### config.mk
export PLATFORM = sky130hd
export DESIGN_NAME = mandel_engine
export DESIGN_NICKNAME = d
export VERILOG_FILES = /design/src/rtl/mandel_engine.sv
export SDC_FILE = /design/constraint.sdc
export NUM_CORES = 2
export LEC_CHECK = 0
export ABC_AREA = 1
export CORE_ASPECT_RATIO = 1.4
export CORE_MARGIN = 2
export CORE_UTILIZATION = 45
export CTS_CLUSTER_SIZE = 14
export DETAILED_ROUTE_END_ITERATION = 16
export GPL_TIMING_DRIVEN = 0
export SLEW_MARGIN = 20
export SYNTH_ARGS = -nofsm -noshare
export SYNTH_HDL_FRONTEND = slang
export SYNTH_SLANG_ARGS = --single-unit
### constraint.sdc
create_clock -name clk -period 6 [get_ports clk]
set_clock_uncertainty 0.2 [all_clocks]
set_input_delay 1.2 -clock clk [delete_from_list [all_inputs] [get_ports clk]]
set_output_delay 1.2 -clock clk [all_outputs]
set_load 0.1 [all_outputs]
### src/rtl/mandel_engine.sv
// rtl/mandel_engine.sv - Mandelbrot iteration engine scanning a programmable pixel rectangle
// Iterates z <- z^2 + c per pixel in signed fixed point; results leave on a valid/ready stream.
module mandel_engine #(
  parameter int W       = 16,
  parameter int FRAC    = 12,
  parameter int ITER_W  = 16,
  parameter int COORD_W = 9
) (
  input  logic               clk,
  input  logic               rst,
  input  logic               cfg_start,
  input  logic [COORD_W-1:0] cfg_pix_w,
  input  logic [COORD_W-1:0] cfg_pix_h,
  input  logic [W-1:0]       cfg_cxs,
  input  logic [W-1:0]       cfg_cys,
  input  logic [W-1:0]       cfg_dcx,
  input  logic [W-1:0]       cfg_dcy,
  input  logic [ITER_W-1:0]  cfg_max_iter,
  input  logic               abort,
  output logic               busy,
  output logic               done,
  output logic               out_valid,
  input  logic               out_ready,
  output logic [COORD_W-1:0] out_x,
  output logic [COORD_W-1:0] out_y,
  output logic [ITER_W-1:0]  out_iter,
  output logic               out_inside
);

  typedef enum logic [2:0] {
    S_IDLE,
    S_INIT,
    S_MUL,
    S_CHK,
    S_WRITE,
    S_DONE
  } state_t;

  // |z|^2 >= 4 expressed in the 2*FRAC fraction bits of the product domain
  localparam logic [2*W:0] ESC_LIMIT = (2*W+1)'(1) << (2*FRAC + 2);

  state_t state;

  logic [COORD_W-1:0]    pix_w, pix_h, px, py;
  logic signed [W-1:0]   cxs, cys, dcx, dcy, cx, cy, x, y;
  logic [ITER_W-1:0]     max_iter, i;
  logic signed [2*W-1:0] xx, yy, xy;

  logic [2*W:0]          mag;
  logic                  escape;
  logic signed [W-1:0]   x_next, y_next;

  always_comb begin
    mag    = (2*W+1)'(xx) + (2*W+1)'(yy);
    escape = (mag >= ESC_LIMIT);
    x_next = W'((xx - yy) >>> FRAC) + cx;
    // 2*x*y truncated: same bit window taken one position lower in x*y
    y_next = W'(xy >>> (FRAC - 1)) + cy;
  end

  always_ff @(posedge clk) begin
    if (rst) begin
      state      <= S_IDLE;
      busy       <= 1'b0;
      done       <= 1'b0;
      out_valid  <= 1'b0;
      out_x      <= '0;
      out_y      <= '0;
      out_iter   <= '0;
      out_inside <= 1'b0;
      pix_w      <= '0;
      pix_h      <= '0;
      px         <= '0;
      py         <= '0;
      cxs        <= '0;
      cys        <= '0;
      dcx        <= '0;
      dcy        <= '0;
      cx         <= '0;
      cy         <= '0;
      x          <= '0;
      y          <= '0;
      max_iter   <= '0;
      i          <= '0;
      xx         <= '0;
      yy         <= '0;
      xy         <= '0;
    end else begin
      done <= 1'b0;
      if (abort && state != S_IDLE) begin
        state     <= S_IDLE;
        busy      <= 1'b0;
        out_valid <= 1'b0;
      end else begin
        case (state)
          S_IDLE: begin
            // a start coinciding with the done pulse belongs to the finished frame
            if (cfg_start && !done) begin
              pix_w    <= cfg_pix_w;
              pix_h    <= cfg_pix_h;
              cxs      <= cfg_cxs;
              cys      <= cfg_cys;
              dcx      <= cfg_dcx;
              dcy      <= cfg_dcy;
              max_iter <= cfg_max_iter;
              px       <= '0;
              py       <= '0;
              cx       <= cfg_cxs;
              cy       <= cfg_cys;
              busy     <= 1'b1;
              state    <= (cfg_pix_w == '0 || cfg_pix_h == '0) ? S_DONE : S_INIT;
            end
          end
          S_INIT: begin
            x     <= '0;
            y     <= '0;
            i     <= '0;
            state <= S_MUL;
          end
          S_MUL: begin
            xx    <= (2*W)'(x) * (2*W)'(x);
            yy    <= (2*W)'(y) * (2*W)'(y);
            xy    <= (2*W)'(x) * (2*W)'(y);
            state <= S_CHK;
          end
          S_CHK: begin
            if (escape || i == max_iter) begin
              out_x      <= px;
              out_y      <= py;
              out_iter   <= i;
              out_inside <= !escape;
              out_valid  <= 1'b1;
              state      <= S_WRITE;
            end else begin
              x     <= x_next;
              y     <= y_next;
              i     <= i + ITER_W'(1);
              state <= S_MUL;
            end
          end
          S_WRITE: begin
            if (out_ready) begin
              out_valid <= 1'b0;
              if (px != pix_w - COORD_W'(1)) begin
                px    <= px + COORD_W'(1);
                cx    <= cx + dcx;
                state <= S_INIT;
              end else begin
                px <= '0;
                cx <= cxs;
                if (py != pix_h - COORD_W'(1)) begin
                  py    <= py + COORD_W'(1);
                  cy    <= cy + dcy;
                  state <= S_INIT;
                end else begin
                  state <= S_DONE;
                end
              end
            end
          end
          S_DONE: begin
            done  <= 1'b1;
            busy  <= 1'b0;
            state <= S_IDLE;
          end
          default: state <= S_IDLE;
        endcase
      end
    end
  end

endmodule

==> run metrics <==
CP required 6290 ps; root buffer cell clkbuf_16; crit start category flop; GP Congestion 0.965; Post-Layout Cell Count 7748; CTS sink count 299; Flop pwr share 21.1%; I/O pins 141; CTS tree yes; most frequent cell after synthesis inv_1; maxcap violations 0; Total Wirelength 162000 um; Final ANT Viol Nets 0; number of synthesized register bits 299; Core Box Area 0.0998 mm^2; switching fraction of total power 49.3%; Simple-Gate Fraction of Synth Area 16.0%; post-synthesis adder-cell area fraction 40.8%; row cnt 137; worst skew pair latency 610 ps; Leak 29.2 nW; WL per Instance 21.0 um; violated checks setup timing; final setup TNS -4760 ps; Synth Net Count 7229; Vias/cell 5.22; post-synthesis mux area share 0%; Syn. warnings 0; gr ovfl total 0; Die Y-Extent 380 um; Reg clk slew, reported paths 70 ps; Mean Syn Cell Area 7.49 um^2; Max transition margin 11.6%; die area 0.103 mm^2; VDD IR-drop max 0.219 mV; internal power 6.08 mW; Sw Pwr 5.92 mW; Post-Place Cells 7519; Starting Density 45.5%; largest cells by area after synthesis fa_1, dfxtp_1, inv_1, ha_1, nand2_1; first-pass GRT wire length 243000 um; xor/xnor share of the synthesized area 3.98%; post-synthesis sequential area ratio 13.2%; CP Class flop to flop; Reg2Reg Depth 24; Area after DPL 0.0484 mm^2; post-DP HPWL 132000 um; status finished with violations; Synth Instances 6060; H-tree levels 1; Post-synth EDFFs 0; hold path cells 2; Slew @ Worst Pin 1330 ps; hold bufs inserted after CTS 0; worst slack, placed -2350 ps; FMAX 152 MHz; fin. max-slew vios 0; Port Buffer Count 139; CTS buffer count 30; top cell type's share of synthesized area 30.4%; final setup vio count 29; Hold Path Class flop to flop; share of synthesized flip-flops with an asynchronous set or reset 0%; Synth cell types 50; Total GRT Usage 31.0%; Pwr Density 220 mW/mm^2; worst hold slack 264 ps; vias in the first global route 41800; initial antenna violation count 1; pin count of the biggest net entering global routing 15; Syn Std Cell Area 0.0454 mm^2; clock share of power 16.7%; critical-path maximum fanout 10; Vias 40400; Primary FF master, synth dfxtp_1; fin worst setup slack -584 ps; main combinational cell family by area after synthesis adder cells; Comb power frac 62.2%; min cycle time layout 6580 ps; synth cell count leaders inv_1, nand2_1, fa_1, a21oi_1, ha_1; fraction of layout cells with a size suffix above 1 13.1%; area leader, netlist fa_1; die width 272 um; Finished Cell Area 0.0547 mm^2; setup repair after global routing missed its margin yes; final worst-path cycle share 110%; Syn-to-layout area delta 20.5%; Compound-Gate Fraction of Synth Area 10.8%; arrival time at the worst endpoint 6870 ps; Residual DRC 0; CTS Buffer Depth 3; Hold Vio Cnt, Final 0; element type at the critical path end flop; net count reported at finish 7573; 1st-iter DRT viols 2503; First-pass DRT Iterations 6
-- layout by cell type, fill, tap and decap left out, types with 23 or more instances in the layout --
cell / n
a21o_1: 29
clkbuf_1: 97
nand2_1: 1120
nand3_1: 110
a21oi_1: 401
o211ai_1: 26
buf_6: 37
fa_1: 652
clkbuf_8: 24
buf_12: 23
buf_4: 146
xnor2_1: 76
nor3_1: 57
inv_1: 1488
dfxtp_1: 269
nand2_4: 32
nand4_1: 61
inv_2: 90
dfxtp_4: 26
xor2_1: 109
nand2_2: 41
buf_2: 27
clkbuf_16: 60
a21oi_2: 35
nor2_1: 232
fa_2: 37
o21ai_0: 245
o21bai_1: 38
clkdlybuf4s50_1: 139
ha_1: 326
ha_4: 43
-- registers in the layout, indices dropped and copies added, names as in the netlist --
signal and flops:
xx 31, yy 31, cx 16, cxs 16
cy 16, dcx 16, dcy 16, i 16
max_iter 16, out_iter 16, x 16, xy 16
y 16, out_x 9, out_y 9, pix_h 9
pix_w 9, px 9, py 9, state 3
busy 1, done 1, out_inside 1, out_valid 1
-- power by group through the flow --
stage	registers (mW)	logic [mW]	clock network (mW)
finish	2.54	7.47	2.00
global route	2.56	8.07	2.08
CTS	2.52	6.93	2.02
global placement	2.53	6.15	0
detailed placement	2.54	6.18	0
floorplan	2.43	4.04	0
-- what timing repair did --
| item | 4_1_cts | 5_1_grt |
|---|---|---|
| cloned | 1 | 0 |
| resized for setup | 702 | 332 |
| endpoints found under the setup margin | 64 | 47 |
| pin swaps | 132 | 196 |
| buffers inserted | 81 | 107 |
-- layout make-up --
type	count	area (um^2)
antenna	3	7.51
buffer	229	2250
clock buffer	42	837
clock inverter	11	148
fill	9470	45100
inverter	1589	5990
multi-input combinational	3936	34700
sequential	299	6090
tap	1320	1650
timing repair buffer	319	3000
-- kinds of logic (layout without fill, tap and decap cells) --
kind of cell	count (synthesis)	after routing
compound gates	895	895
xor+xnor	206	206
fa+ha+maj	1066	1066
buf+inv	1825	2190
flops	299	299
other cells	0	3
simple gates	1769	1769
-- path summary, 6_finish.rpt --
kind / slack, ps / endpoint / start
worst max-delay path: -580 / yy[28]$_SDFFE_PP0P_ / y[10]$_SDFFE_PP0P_
worst min-delay path: 260 / yy[0]$_SDFFE_PP0P_ / yy[0]$_SDFFE_PP0P_
worst max register to register: -580 / yy[28]$_SDFFE_PP0P_ / y[10]$_SDFFE_PP0P_
worst min register to register: 260 / yy[0]$_SDFFE_PP0P_ / yy[0]$_SDFFE_PP0P_
-- worst max-delay path: stages, from the launching register on --
cell,delay (ps)
dfxtp_4,400
clkbuf_16,200
buf_12,150
nand2_1,90
fa_1,560
inv_1,90
fa_1,470
fa_1,580
fa_1,430
fa_1,490
inv_1,50
fa_1,550
inv_1,100
ha_4,290
a21oi_4,200
o21ai_4,100
a21oi_4,170
nand3_2,130
nand2_2,80
nand2_2,60
a21oi_2,160
nor2_1,50
nand3b_1,520
o211ai_1,270
inv_1,60
-- per-layer routing --
| metal | GRT usage, % | routed length, um |
|---|---|---|
| met1 | 34.1 | 57200 |
| met2 | 56.6 | 82200 |
| met3 | 3.11 | 9040 |
| met4 | 19.3 | 14000 |
| met5 | 0 | 0 |
-- stage by stage --
| step | power (mW) | util, % |
|---|---|---|
| after floorplan | 6.47 | - |
| after global placement | 8.69 | 48.5 |
| after detailed placement | 8.72 | 48.5 |
| after CTS | 11.5 | 52.8 |
| after global routing | 12.7 | 54.8 |
| final | 12.0 | 54.8 |
Note: power is estimated with default switching activity, not from simulation.
